$ cat src/rtl/regfile_pkg.sv
// Shared types and defaults for the integer register file and its busy scoreboard.
package regfile_pkg;
  localparam int DEF_XLEN  = 32;
  localparam int DEF_NREGS = 32;

  typedef logic [$clog2(DEF_NREGS)-1:0] reg_idx_t;
  typedef logic [DEF_XLEN-1:0]          xlen_t;

  localparam reg_idx_t ZERO_REG = '0;
endpackage

$ cat src/rtl/regfile_scoreboard_busy_scoreboard.sv
// Per-register busy tracking for long-latency destinations, with an incremental
// outstanding count. Issue (set) beats retire (clear) on the same index.
module busy_scoreboard #(
  parameter  int NREGS = 32,
  localparam int AW    = $clog2(NREGS),
  localparam int CNT_W = $clog2(NREGS) + 1
) (
  input  logic             clk,
  input  logic             rst,
  input  logic             wr_en,
  input  logic [AW-1:0]    rd_sel,
  input  logic             sb_set_en,
  input  logic [AW-1:0]    sb_set_sel,
  output logic [NREGS-1:0] busy_vec,
  output logic [CNT_W-1:0] busy_cnt,
  output logic             sb_full
);
  logic [NREGS-1:0] busy_q, busy_d;
  logic [CNT_W-1:0] cnt_q, cnt_d;
  logic             set_hit, clr_hit, inc, dec;

  assign set_hit = sb_set_en && (sb_set_sel != '0);
  assign clr_hit = wr_en && (rd_sel != '0);

  always_comb begin
    busy_d = busy_q;
    if (clr_hit) busy_d[rd_sel]     = 1'b0;
    if (set_hit) busy_d[sb_set_sel] = 1'b1;
  end

  // A clear that collides with a set on the same index is swallowed by the set.
  assign inc   = set_hit && !busy_q[sb_set_sel];
  assign dec   = clr_hit && busy_q[rd_sel] && !(set_hit && (sb_set_sel == rd_sel));
  assign cnt_d = cnt_q + CNT_W'(inc) - CNT_W'(dec);

  always_ff @(posedge clk or posedge rst) begin
    if (rst) begin
      busy_q <= '0;
      cnt_q  <= '0;
    end else begin
      busy_q <= busy_d;
      cnt_q  <= cnt_d;
    end
  end

  assign busy_vec = busy_q;
  assign busy_cnt = cnt_q;
  assign sb_full  = (cnt_q == CNT_W'(NREGS - 1));
endmodule

$ cat src/rtl/regfile_scoreboard.sv
// Parametrised 2R/1W register file (x0 hardwired to zero) with a busy scoreboard.
// Define REGFILE_BYPASS_EN to forward same-cycle writes to the read ports.
module regfile_scoreboard
  import regfile_pkg::*;
#(
  parameter  int XLEN  = DEF_XLEN,
  parameter  int NREGS = DEF_NREGS,
  localparam int AW    = $clog2(NREGS),
  localparam int CNT_W = $clog2(NREGS) + 1
) (
  input  logic             clk,
  input  logic             rst,
  input  logic [AW-1:0]    rs1_sel,
  input  logic [AW-1:0]    rs2_sel,
  output logic [XLEN-1:0]  rs1_data,
  output logic [XLEN-1:0]  rs2_data,
  output logic             rs1_busy,
  output logic             rs2_busy,
  input  logic [AW-1:0]    rd_sel,
  input  logic [XLEN-1:0]  wr_data,
  input  logic             wr_en,
  input  logic             sb_set_en,
  input  logic [AW-1:0]    sb_set_sel,
  output logic [CNT_W-1:0] busy_cnt,
  output logic             sb_full
);
  localparam logic [AW-1:0] ZERO_IDX = AW'(ZERO_REG);

  logic [XLEN-1:0]  regs_q [NREGS];
  logic [NREGS-1:0] busy_vec;
  logic             wr_hit;

  assign wr_hit = wr_en && (rd_sel != ZERO_IDX);

  // Entry 0 is never written, so it reads zero straight from the array.
  always_ff @(posedge clk or posedge rst) begin
    if (rst) begin
      for (int i = 0; i < NREGS; i++) regs_q[i] <= '0;
    end else if (wr_hit) begin
      regs_q[rd_sel] <= wr_data;
    end
  end

  busy_scoreboard #(.NREGS(NREGS)) u_sb (
    .clk       (clk),
    .rst       (rst),
    .wr_en     (wr_en),
    .rd_sel    (rd_sel),
    .sb_set_en (sb_set_en),
    .sb_set_sel(sb_set_sel),
    .busy_vec  (busy_vec),
    .busy_cnt  (busy_cnt),
    .sb_full   (sb_full)
  );

`ifdef REGFILE_BYPASS_EN
  logic fwd1, fwd2;
  assign fwd1     = wr_hit && (rd_sel == rs1_sel);
  assign fwd2     = wr_hit && (rd_sel == rs2_sel);
  assign rs1_data = fwd1 ? wr_data : regs_q[rs1_sel];
  assign rs2_data = fwd2 ? wr_data : regs_q[rs2_sel];
  assign rs1_busy = busy_vec[rs1_sel] && !fwd1;
  assign rs2_busy = busy_vec[rs2_sel] && !fwd2;
`else
  assign rs1_data = regs_q[rs1_sel];
  assign rs2_data = regs_q[rs2_sel];
  assign rs1_busy = busy_vec[rs1_sel];
  assign rs2_busy = busy_vec[rs2_sel];
`endif
endmodule

$ cat config.mk
export PLATFORM = sky130hd
export DESIGN_NAME = regfile_scoreboard
export DESIGN_NICKNAME = d
export VERILOG_FILES = /design/src/rtl/regfile_pkg.sv /design/src/rtl/regfile_scoreboard_busy_scoreboard.sv /design/src/rtl/regfile_scoreboard.sv
export SDC_FILE = /design/constraint.sdc
export NUM_CORES = 2
export LEC_CHECK = 0
export CAP_MARGIN = 10
export CORE_ASPECT_RATIO = 1.4
export CORE_MARGIN = 2
export CORE_UTILIZATION = 57
export DETAILED_ROUTE_END_ITERATION = 8
export GPL_TIMING_DRIVEN = 0
export PLACE_DENSITY = 0.84
export RECOVER_POWER = 100
export SLEW_MARGIN = 20
export SYNTH_ARGS = -nofsm -noshare
export SYNTH_HDL_FRONTEND = slang
export SYNTH_HIERARCHICAL = 1
export SYNTH_SLANG_ARGS = --single-unit
export TNS_END_PERCENT = 5
$ cat constraint.sdc
create_clock -name clk -period 35.2 [get_ports clk]
set_clock_uncertainty 0.1 [all_clocks]
set_input_delay 7.04 -clock clk [delete_from_list [all_inputs] [get_ports clk]]
set_output_delay 7.04 -clock clk [all_outputs]
set_load 0.005 [all_outputs]
==> metrics.md <==
| Metric | Value |
|---|---|
| Post-synth top area cell | `dfrtp_1` |
| Clock Pin Slew Worst Setup and Hold Paths | `0.06 ns` |
| FF-to-FF Start | `u_sb/busy_vec[0]` |
| Gpl congestion | `1.00` |
| Total GRT Usage | `0.410` |
| Root buffer cell | `clkbuf_16` |
| Async SR Flop Fraction | `1.00` |
| Largest net degree at the start of global routing | `36` |
| Cts repair resizes | `0` |
| Sequential fraction of the synthesis area | `0.451` |
| Gate power share | `0.219` |
| Fraction of layout instances using a drive strength above 1 | `0.243` |
| DR iter-0 viols | `6106` |
| Register area | `0.0266 mm2` |
| PwrDens | `55.6 mW/mm2` |
| Chip width | `276 um` |
| Clk sink count | `1062` |
| DP HPWL | `152000 um` |
| CTS H-tree depth | `3` |
| WHS Endpoint | `regs_q[1012]` |
| Synth Flop Type | `dfrtp_1` |
| Post-synth EDFFs | `0` |
| FP Rows | `139` |
| Worst Hold Class | `reg2reg` |
| Peak fanout along the critical path | `10` |
| Fmax achieved | `53.2 MHz` |
| Clock share of power | `0.323` |
| Placed insts | `6425` |
| Arrival @ worst endpoint | `11.66 ns` |
| Via density | `7.08` |
| Worst Hold Launch | `regs_q[1012]` |
| RSZ-0062 raised after global routing | `no` |
| Req. time, crit path | `28.06 ns` |
| Synth area leaders | `dfrtp_1 45%, mux2_2 18%, mux2i_1 18%` |
| Final WL | `219000 um` |
| Worst hold path cell count | `1` |
| Crit path capture type | `primary output` |
| Area grow syn2layout | `10.2%` |
| Nets | `5257` |
| Die Area | `0.106 mm2` |
| Port Buffer Count | `124` |
| Post-layout minimum cycle time | `18.80 ns` |
| Max VDD drop | `0.0437 mV` |
| Sum of buffers and inverters on the critical path | `4` |
| Rel. slew slack | `-0.297` |
| Max cap viols | `26` |
| Reg power frac | `0.457` |
| Yosys warnings | `6` |
| CTS Hold Buffers Added | `0` |
| Setup TNS | `0 ns` |
| Fillers | `7872` |
| Setup Buffers After CTS | `0` |
| Outcome | `finished with violations` |
| Global-route wire length before repair | `314000 um` |
| Worst-Skew Late Latency | `0.73 ns` |
| Syn Nets | `4991` |
| Max Slew Vio Count | `757` |
| Failing checks | `DRC, capacitance limit, slew limit` |
| FF-to-FF setup slack | `32.02 ns` |
| Crit-path cells | `dlygate4sd3_1 > nor2_1 > clkbuf_1 > clkbuf_1 > a22oi_1 > nand3_1 > nand3_1 > dlygate4sd3_1` |
| Int Power | `2500 uW` |
| Non-Filler Instances | `6617` |
| R2R cell count | `11` |
| Via count | `46900` |
| Starting Density | `0.575` |
| Yosys reg bits | `1062` |
| Critical Path Start Type | `input pin` |
| Clock buffer count from CTS | `103` |
| Post-route DRC violation count | `11` |
| Sw Ratio | `0.309` |
| Post-Syn Area per Cell | `12.0 um2` |
| Core Footprint | `0.103 mm2` |
| Final cycle utilization of the critical path | `0.534` |
| Vias in the first global route | `47900` |
| Slowest stage cell on the critical path | `clkbuf_1` |
| Footprint of the multi-input gates | `0.0295 mm2` |
| Top cell type's share of synthesized area | `0.451` |
| Worst R2R End | `u_sb/busy_cnt[4]` |
| Actual slew at the worst max-slew pin | `1.95 ns` |
| Final hold violations | `0` |
| Io pins | `129` |
| Worst stage delay on the critical path | `1.15 ns` |
| Die Height | `385 um` |
| P_sw | `1120 uW` |
| Top cell family by delay on the critical path | `buffers and inverters` |
| Initial antenna violation count | `7` |
| Post-route ant nets | `0` |
| Remaining Overflow, GRT | `0` |
| Leakage | `0.0304 uW` |
| DRT Pass-1 Iters | `9` |
| Distinct cell type count after synthesis | `59` |
| Post-synthesis instance area | `0.0590 mm2` |
| Critical path type | `in2out` |
| Post-DR wirelength/cell | `33.1 um` |
| CTS tree | `yes` |
| Synth Instances | `4926` |
| Max Buffers Root-to-Sink | `3` |
| Final setup fails | `0` |
cells in the mapped netlist, types with 2 or more instances:
cell type     n
o211ai_1      2
o221ai_1      6
dfrtp_1    1062
a22o_1      133
nor3_1       67
o21ai_1      60
nor3b_2       3
mux2_2      955
and2_1        3
mux4_2        6
buf_6        46
or2_2         3
a21oi_1     200
mux2_1       37
nor3b_1       2
nand3_1     206
nor2b_1      10
and3_1        2
or2_1         3
mux2i_1    1073
o21ai_0       4
buf_4        69
o22ai_1       2
nand3b_1      7
xnor2_1       7
mux4_1        2
inv_1        13
clkbuf_1    221
a22oi_1     198
nor2_4       16
buf_1        33
buf_2       130
nand2_1     229
a31oi_1      67
nand4_1       2
and2b_1       2
ha_1          8
nor2_1        7
nand2b_1     10
metrics by stage:
stage	total power, uW	hold slack (ns)	setup slack [ns]	util	cell area, um2
6_report	3620	0.382	16.40	0.633	65000
2_1_floorplan	2180	0.349	13.95	-	59000
3_3_place_gp	2390	0.361	8.26	0.603	61900
3_5_place_dp	2440	0.372	17.06	0.611	62700
4_1_cts	3590	0.385	17.06	0.645	66200
5_1_grt	3730	0.402	16.63	0.633	65000
worst max path at each step:
stage                from  depth (start not counted)  slack [ns]      endpoint
3_5_place_dp   rs2_sel[0]                          8       17.06  rs2_data[31]
6_report       rs2_sel[0]                          8       16.40   rs2_data[8]
5_1_grt        rs1_sel[0]                          8       16.63   rs1_data[8]
4_1_cts        rs2_sel[0]                          8       17.06  rs2_data[31]
2_1_floorplan         rst                          1       13.95     regs_q[0]
3_3_place_gp          rst                          2        8.26   regs_q[182]
cells by family (layout without fill, tap and decap cells):
| kind of cell | Yosys count | count (layout) | synth area share |
|---|---|---|---|
| adders and majority gates | 9 | 9 | 0.00204 |
| and+or+nand+nor | 578 | 578 | 0.0477 |
| DFF | 1062 | 1062 | 0.451 |
| other | 0 | 4 | 0 |
| muxes | 2074 | 2074 | 0.375 |
| xor gates and xnor gates | 8 | 8 | 0.00119 |
| AOI/OAI and AO/OA | 681 | 681 | 0.0773 |
| buffers and inverters | 514 | 862 | 0.0459 |
cell usage in the layout (no fill, tap or decap), types with 3 or more instances in the layout:
cell type        count
a21oi_1            200
a22o_1             133
a22oi_1            198
a31oi_1             67
buf_1               31
buf_2               84
buf_4               67
bufinv_16            8
clkbuf_1           371
clkbuf_16          103
clkbuf_2             3
clkbuf_8            24
clkdlybuf4s50_1     47
clkinv_2            19
clkinv_8             3
clkinvlp_4           3
dfrtp_1           1062
diode_2              4
dlygate4sd3_1       77
ha_1                 8
inv_1               12
mux2_1              44
mux2_2             948
mux2i_1           1073
mux4_2               6
nand2_1            229
nand2b_1            10
nand3_1            206
nand3b_1             7
nor2_1              23
nor2b_1             10
nor3_1              67
nor3b_1              5
o21ai_0             32
o21ai_1             32
o221ai_1             6
or2_1                3
xnor2_1              7
area by class of cell:
class                           count  share of cell area
Tap cell                         1339              0.0258
Multi-Input combinational cell   3350               0.455
Clock buffer                      148              0.0460
Clock inverter                     39             0.00789
Sequential cell                  1062               0.409
Timing Repair Buffer              161              0.0214
Antenna cell                        4            0.000154
Buffer                            500              0.0345
Inverter                           14            0.000828
flip-flops by register name (all words and copies together), names as in the netlist:
name and count:
regs_q 1024, u_sb/busy_cnt 6, u_sb/busy_vec 32
layer usage:
metal | track usage | wire (um)
met5 | 0.00554 | 194
met4 | 0.365 | 23700
met3 | 0.138 | 25600
met2 | 0.619 | 95900
met1 | 0.459 | 73400
power by group through the flow:
| stage | Combinational (uW) | Clock [uW] | Sequential (uW) |
|---|---|---|---|
| after floorplan | 565 | 0 | 1610 |
| after global placement | 746 | 0 | 1640 |
| after detailed placement | 785 | 0 | 1660 |
| after CTS | 793 | 1160 | 1640 |
| after global routing | 844 | 1210 | 1680 |
| final | 794 | 1170 | 1650 |
Power figures use the tool's default switching activity.
